$ cat src/rtl/audio_gain_ramp_pkg.sv
// Shared definitions for the audio gain stage: widths, FSM states and the
// fixed-point helpers (dequantize matches the de-emphasis stage rounding).
package audio_gain_ramp_pkg;

  localparam int DATA_WIDTH = 32;
  localparam int GAIN_WIDTH = 16;
  localparam int BITS       = 10;
  localparam int OUT_SHIFT  = 4;
  localparam int PROD_WIDTH = DATA_WIDTH + GAIN_WIDTH + 1;
  localparam int QUANT_VAL  = 1 << BITS;

  typedef enum logic [1:0] {
    IDLE = 2'd0,
    MUL  = 2'd1,
    OUT  = 2'd2
  } state_t;

  typedef logic signed [PROD_WIDTH-1:0] prod_t;

  // Truncate toward zero: bias negative values before the arithmetic shift.
  function automatic prod_t dequantize(input prod_t p);
    prod_t bias;
    bias = p[PROD_WIDTH-1] ? prod_t'(QUANT_VAL - 1) : '0;
    return (p + bias) >>> BITS;
  endfunction

  function automatic logic signed [DATA_WIDTH-1:0] saturate(input prod_t s);
    prod_t sat_max;
    prod_t sat_min;
    sat_max = '0;
    sat_max[DATA_WIDTH-2:0] = '1;
    sat_min = '1;
    sat_min[DATA_WIDTH-2:0] = '0;
    if (s > sat_max) begin
      return sat_max[DATA_WIDTH-1:0];
    end else if (s < sat_min) begin
      return sat_min[DATA_WIDTH-1:0];
    end
    return s[DATA_WIDTH-1:0];
  endfunction

endpackage

$ cat src/rtl/audio_gain_ramp_if.sv
// FIFO-side signals of the gain stage: pop from the input FIFO, push to the
// output FIFO. master is the gain stage, slave is the FIFO pair.
interface audio_gain_ramp_if;
  import audio_gain_ramp_pkg::*;

  // Handshake: in_rd_en pops in_dout in the same cycle it is asserted and is
  // only raised while in_empty is low; out_wr_en pushes out_din in the cycle
  // it is asserted and is only raised while out_full is low.
  logic                  in_rd_en;
  logic                  in_empty;
  logic [DATA_WIDTH-1:0] in_dout;
  logic                  out_wr_en;
  logic                  out_full;
  logic [DATA_WIDTH-1:0] out_din;

  modport master (
    output in_rd_en,
    input  in_empty,
    input  in_dout,
    output out_wr_en,
    input  out_full,
    output out_din
  );

  modport slave (
    input  in_rd_en,
    output in_empty,
    output in_dout,
    input  out_wr_en,
    output out_full,
    input  out_din
  );

endinterface

$ cat src/rtl/audio_gain_ramp_gain_ramp.sv
// Current-gain register that slews toward a target by at most RAMP_STEP each
// time step_en is pulsed, landing exactly on the target when within reach.
module gain_ramp
  import audio_gain_ramp_pkg::*;
#(
  parameter logic [GAIN_WIDTH-1:0] RAMP_STEP  = 16'h0040,
  parameter logic [GAIN_WIDTH-1:0] RESET_GAIN = 16'h0400
) (
  input  logic                  clock,
  input  logic                  reset,
  input  logic                  step_en,
  input  logic [GAIN_WIDTH-1:0] tgt,
  output logic [GAIN_WIDTH-1:0] cur_gain
);

  logic [GAIN_WIDTH-1:0] next_gain;

  // The +/- step is only taken when the distance exceeds it, so no wrap.
  always_comb begin
    next_gain = cur_gain;
    if (tgt >= cur_gain) begin
      if ((tgt - cur_gain) <= RAMP_STEP) next_gain = tgt;
      else                               next_gain = cur_gain + RAMP_STEP;
    end else begin
      if ((cur_gain - tgt) <= RAMP_STEP) next_gain = tgt;
      else                               next_gain = cur_gain - RAMP_STEP;
    end
  end

  always_ff @(posedge clock or negedge reset) begin
    if (!reset) begin
      cur_gain <= RESET_GAIN;
    end else if (step_en) begin
      cur_gain <= next_gain;
    end
  end

endmodule

$ cat src/rtl/audio_gain_ramp.sv
// Final audio stage: pops a sample, scales it by the ramped Q10 gain,
// dequantizes, applies output headroom shift, saturates and pushes it out.
module audio_gain_ramp
  import audio_gain_ramp_pkg::*;
#(
  parameter logic [GAIN_WIDTH-1:0] RAMP_STEP  = 16'h0040,
  parameter logic [GAIN_WIDTH-1:0] RESET_GAIN = 16'h0400
) (
  input  logic                  clock,
  input  logic                  reset,
  audio_gain_ramp_if.master     bus,
  input  logic [GAIN_WIDTH-1:0] volume,
  input  logic                  mute,
  output logic [GAIN_WIDTH-1:0] cur_gain,
  output state_t                state
);

  logic                         pop;
  logic [GAIN_WIDTH-1:0]        tgt;
  logic signed [DATA_WIDTH-1:0] x_r;
  logic [GAIN_WIDTH-1:0]        g_r;
  prod_t                        p_r;
  prod_t                        x_ext;
  prod_t                        g_ext;
  prod_t                        shifted;

  assign tgt   = mute ? '0 : volume;
  assign pop   = reset && (state == IDLE) && !bus.in_empty;
  assign x_ext = {{(PROD_WIDTH-DATA_WIDTH){x_r[DATA_WIDTH-1]}}, x_r};
  assign g_ext = {{(PROD_WIDTH-GAIN_WIDTH){1'b0}}, g_r};

  assign bus.in_rd_en  = pop;
  assign bus.out_wr_en = (state == OUT) && !bus.out_full;

  // out_din is a pure function of p_r, which only loads in MUL, so it holds
  // steady for the whole OUT state including any back-pressure stall.
  assign shifted     = dequantize(p_r) <<< OUT_SHIFT;
  assign bus.out_din = saturate(shifted);

  gain_ramp #(
    .RAMP_STEP  (RAMP_STEP),
    .RESET_GAIN (RESET_GAIN)
  ) u_gain_ramp (
    .clock    (clock),
    .reset    (reset),
    .step_en  (pop),
    .tgt      (tgt),
    .cur_gain (cur_gain)
  );

  always_ff @(posedge clock or negedge reset) begin
    if (!reset) begin
      state <= IDLE;
      x_r   <= '0;
      g_r   <= '0;
      p_r   <= '0;
    end else begin
      case (state)
        IDLE: begin
          if (pop) begin
            x_r   <= bus.in_dout;
            g_r   <= cur_gain;
            state <= MUL;
          end
        end
        MUL: begin
          p_r   <= x_ext * g_ext;
          state <= OUT;
        end
        OUT: begin
          if (!bus.out_full) state <= IDLE;
        end
        default: state <= IDLE;
      endcase
    end
  end

endmodule

$ cat src/flat_wrapper.sv
// flat-port wrapper written by rule: the top's interface ports become plain ports
module audio_gain_ramp_flat import audio_gain_ramp_pkg::*;
#(
  parameter logic [GAIN_WIDTH-1:0] RAMP_STEP  = 16'h0040,
  parameter logic [GAIN_WIDTH-1:0] RESET_GAIN = 16'h0400
)
  (clock, reset, volume, mute, cur_gain, state, bus_in_rd_en, bus_in_empty, bus_in_dout, bus_out_wr_en, bus_out_full, bus_out_din);
  audio_gain_ramp_if bus_i ();
  input  logic clock;
  input  logic reset;
  input  logic [GAIN_WIDTH-1:0] volume;
  input  logic mute;
  output logic [GAIN_WIDTH-1:0] cur_gain;
  output state_t state;
  output wire logic [$bits(bus_i.in_rd_en)-1:0] bus_in_rd_en;
  input wire logic [$bits(bus_i.in_empty)-1:0] bus_in_empty;
  input wire logic [$bits(bus_i.in_dout)-1:0] bus_in_dout;
  output wire logic [$bits(bus_i.out_wr_en)-1:0] bus_out_wr_en;
  input wire logic [$bits(bus_i.out_full)-1:0] bus_out_full;
  output wire logic [$bits(bus_i.out_din)-1:0] bus_out_din;
  assign bus_in_rd_en = bus_i.in_rd_en;
  assign bus_i.in_empty = bus_in_empty;
  assign bus_i.in_dout = bus_in_dout;
  assign bus_out_wr_en = bus_i.out_wr_en;
  assign bus_i.out_full = bus_out_full;
  assign bus_out_din = bus_i.out_din;
  audio_gain_ramp #(.RAMP_STEP(RAMP_STEP), .RESET_GAIN(RESET_GAIN)) u_core (.clock(clock), .reset(reset), .bus(bus_i), .volume(volume), .mute(mute), .cur_gain(cur_gain), .state(state));
endmodule
$ cat config.mk
export PLATFORM = sky130hd
export DESIGN_NAME = audio_gain_ramp_flat
export DESIGN_NICKNAME = d
export VERILOG_FILES = /design/src/rtl/audio_gain_ramp_pkg.sv /design/src/rtl/audio_gain_ramp_if.sv /design/src/rtl/audio_gain_ramp_gain_ramp.sv /design/src/rtl/audio_gain_ramp.sv /design/src/flat_wrapper.sv
export SDC_FILE = /design/constraint.sdc
export NUM_CORES = 2
export LEC_CHECK = 0
export ABC_AREA = 0
export BUFFER_PORTS_ARGS = -buffer_cell sky130_fd_sc_hd__buf_2
export CAP_MARGIN = 0
export CORE_AREA = 4 4 184 365
export CTS_BUF_LIST = sky130_fd_sc_hd__clkbuf_2 sky130_fd_sc_hd__clkbuf_4 sky130_fd_sc_hd__clkbuf_8
export CTS_CLUSTER_DIAMETER = 60
export DETAILED_ROUTE_END_ITERATION = 10
export DIE_AREA = 0 0 188 369
export PLACE_DENSITY = 0.54
export SETUP_SLACK_MARGIN = 0.02
export SKIP_CTS_REPAIR_TIMING = 1
export SLEW_MARGIN = 20
export SYNTH_ARGS = -nofsm -noshare
export SYNTH_HDL_FRONTEND = slang
export SYNTH_SLANG_ARGS = --single-unit
$ cat constraint.sdc
create_clock -name clock -period 11.8 [get_ports clock]
set_input_delay 1.18 -clock clock [delete_from_list [all_inputs] [get_ports clock]]
set_output_delay 1.18 -clock clock [all_outputs]
set_load 0.02 [all_outputs]
==> flow_metrics.py <==
metrics = {
    "synthesis": {
        "synth-edff-count": 0,
        "synth_common_cells": "inv_1 (623), nand2_1 (518), fa_1 (489)",
        "avgSynthCellArea_sq_um": 8.636,
        "syn_nets": 3656,
        "synth-seq-cells": 115,
        "synthArstFlopShare_pct": 100.0,
        "syn_area_sq_um": 25520,
        "synth_cell_types": 90,
        "synth_top_cell_area_share_pct": 38.36,
        "yosysSeqAreaShare_pct": 11.28,
        "synth_top_area_cell": "fa_1",
        "ys_top_cells_by_area": "fa_1 (38%), dfrtp_1 (11%), inv_1 (9.2%), ha_1 (7.8%), nand2_1 (7.6%)",
        "syn_inst": 2955,
        "yosysMostFrequentCell": "inv_1",
        "synth_ff_type": "dfrtp_1",
        "yosysWarningCount": 0,
    },
    "setup_path": {
        "worst-setup-path-type": "reg2reg",
        "end_kind": "register",
        "crit_path_start_kind": "register",
        "required_ns": 12.27,
        "critPathMaxFanout": 17,
        "arrival_ns": 7.80,
    },
    "sta": {
        "grt_setup_unrepaired": "no",
        "clock_skew_ns": 0.03265,
        "period_share_pct": 62.10,
        "final_period_minus_worst_setup_slack_ns": 7.328,
        "final_max_slew_viol_count": 0,
        "hold_viol": 0,
        "worstMarginPinSlew_ns": 0.8998,
        "setup_violations": 0,
        "max_freq_ghz": 0.1365,
        "tns_ns": 0,
        "max_slew_margin_pct": 40.01,
    },
    "run": {
        "max-cap-violations": 0,
    },
    "global_route": {
        "grt_overflow": 0,
        "grt_pass1_wl_um": 123300,
        "track_usage_pct": 22.90,
        "grt_start_max_net_pins": 109,
        "antenna_found_initial": 1,
        "grt_pass1_vias": 22703,
    },
    "final_layout": {
        "drive_gt1_share_pct": 6.456,
        "num-fill-cells": 6521,
        "fin_nets": 3663,
        "design_area_sq_um": 27190,
        "syn2layout_area_growth_pct": 6.551,
        "final_util_pct": 42.10,
        "finalNonFillerCells": 3846,
    },
    "cts": {
        "clock_latency_ns": 0.55,
        "root_buffer": "clkbuf_8",
        "cts_tree": "built",
        "max-clock-path-buffers": 2,
        "cts_htree_levels": 4,
        "cts_buffers": 17,
        "clkSinkCount": 115,
        "cts.reportedPaths.clkPinSlew_ns": 0.11,
    },
    "routing": {
        "first_iter_violations": 808,
        "avgRoutedWirePerCell_um": 19.95,
        "vias": 19906,
        "ant_nets": 0,
        "dr.pass1.iters": 5,
        "vias_per_cell": 5.176,
        "drc": 0,
        "drt-total-wl_um": 76740,
    },
    "run_status": {
        "status": "complete, no violations",
    },
    "die": {
        "die_w_um": 188,
        "num_rows": 132,
        "start_util_pct": 39.52,
        "design.die.area_sq_um": 69370,
        "core_sq_um": 64580,
        "dieHeight_um": 369,
        "num_io_pins": 105,
    },
    "place": {
        "numPortBuffers": 104,
        "dp.cells": 3814,
        "hpwl_um": 62560,
        "gp_congestion": 0.9552,
        "placed_area_sq_um": 26790,
    },
    "worst_hold_path": {
        "hp-class": "reg2reg",
    },
}
==> cell type report <==
type | count | area (sq um) | area share (%)
clock buffer | 20 | 269.0 | 0.9894
sequential | 115 | 2883 | 10.60
inverter | 623 | 2338 | 8.601
clock inverter | 11 | 105.1 | 0.3865
antenna | 1 | 2.502 | 0.009203
timing repair buffer | 128 | 715.7 | 2.632
tap | 871 | 1090 | 4.008
multi-input combinational | 2077 | 19790 | 72.77
==> through the flow <==
| stage | setup WS (ns) | hold slack (ns) |
|---|---|---|
| floorplan | 5.572 | 0.4394 |
| global placement | 4.520 | 0.4543 |
| detailed placement | 4.455 | 0.4611 |
| CTS | 4.467 | 0.4516 |
| global route | 4.217 | 0.4932 |
| finish | 4.472 | 0.4732 |
==> metal layers <==
layer | vias up | part of all wire (%) | global-route usage (%) | routed length, um
met5 | - | 0 | 0 | 0
met4 | 0 | 6.8 | 13.75 | 5201
met3 | 210 | 3.3 | 2.508 | 2545
met2 | 550 | 56 | 44.76 | 42940
met1 | 10120 | 34 | 22.79 | 26050
li1 | 9026 | - | - | -
==> worst max-delay path, cell delays in order (launching register included) <==
cell and delay, ns:
dfrtp_1 0.83, nand2_1 0.18, fa_1 0.57, inv_1 0.05
fa_1 0.50, inv_1 0.05, fa_1 0.54, inv_1 0.05
fa_1 0.40, fa_1 0.51, inv_1 0.05, fa_1 0.48
inv_1 0.04, ha_1 0.45, and4_1 0.32, and2_1 0.26
o2111ai_1 0.41, a21oi_1 0.31, o2111a_1 0.24, o21ai_0 0.19
a211o_1 0.37, a2111o_1 0.38, o211ai_1 0.09
==> placed cells by master (no fill, tap or decap), drive strengths merged, types with 15 or more instances in the layout <==
| master | count |
|---|---|
| xor2 | 26 |
| nand4 | 15 |
| nor3 | 17 |
| a21o | 37 |
| inv | 625 |
| xnor2 | 54 |
| mux2i | 18 |
| dfrtp | 114 |
| nand2b | 24 |
| a21oi | 92 |
| ha | 159 |
| clkbuf | 20 |
| fa | 489 |
| nor2 | 46 |
| nand2 | 519 |
| o21ai | 92 |
| and2 | 241 |
| buf | 128 |
| a31oi | 16 |
| nand3 | 36 |
==> kinds of logic (layout without fill, tap and decap cells) <==
group	after synthesis	count (layout)	share of synthesized area [%]
other cells	0	1	0
mux	22	22	0.8972
compound gates	346	346	8.845
fa+ha+maj	648	648	46.16
flops	115	115	11.28
simple gates	981	981	18.77
xor+xnor	80	80	2.746
buf+inv	763	782	11.30
==> final timing paths <==
path | startpoint | to | slack, ns | cells after the start
setup / recovery | u_core.x_r[7] | u_core.p_r[48] | 4.47 | 22
hold / removal | u_core.p_r[0] | u_core.p_r[0] | 0.47 | 2
setup reg to reg | u_core.x_r[7] | u_core.p_r[48] | 4.47 | 22
hold reg to reg | u_core.p_r[0] | u_core.p_r[0] | 0.47 | 2
max in group asynchronous | reset | u_core.g_r[0] | 10.21 | 2
min in group asynchronous | reset | u_core.u_gain_ramp.cur_gain[3] | 0.53 | 1
==> state kept, by name (all words and copies together), names as in the netlist <==
name and count:
u_core.g_r 16, u_core.p_r 49, u_core.state 2, u_core.u_gain_ramp.cur_gain 16, u_core.x_r 32
Power is left out: the tool's default activity adds up to more than one toggle a clock period on the data nets, which glitch-free logic cannot reach.
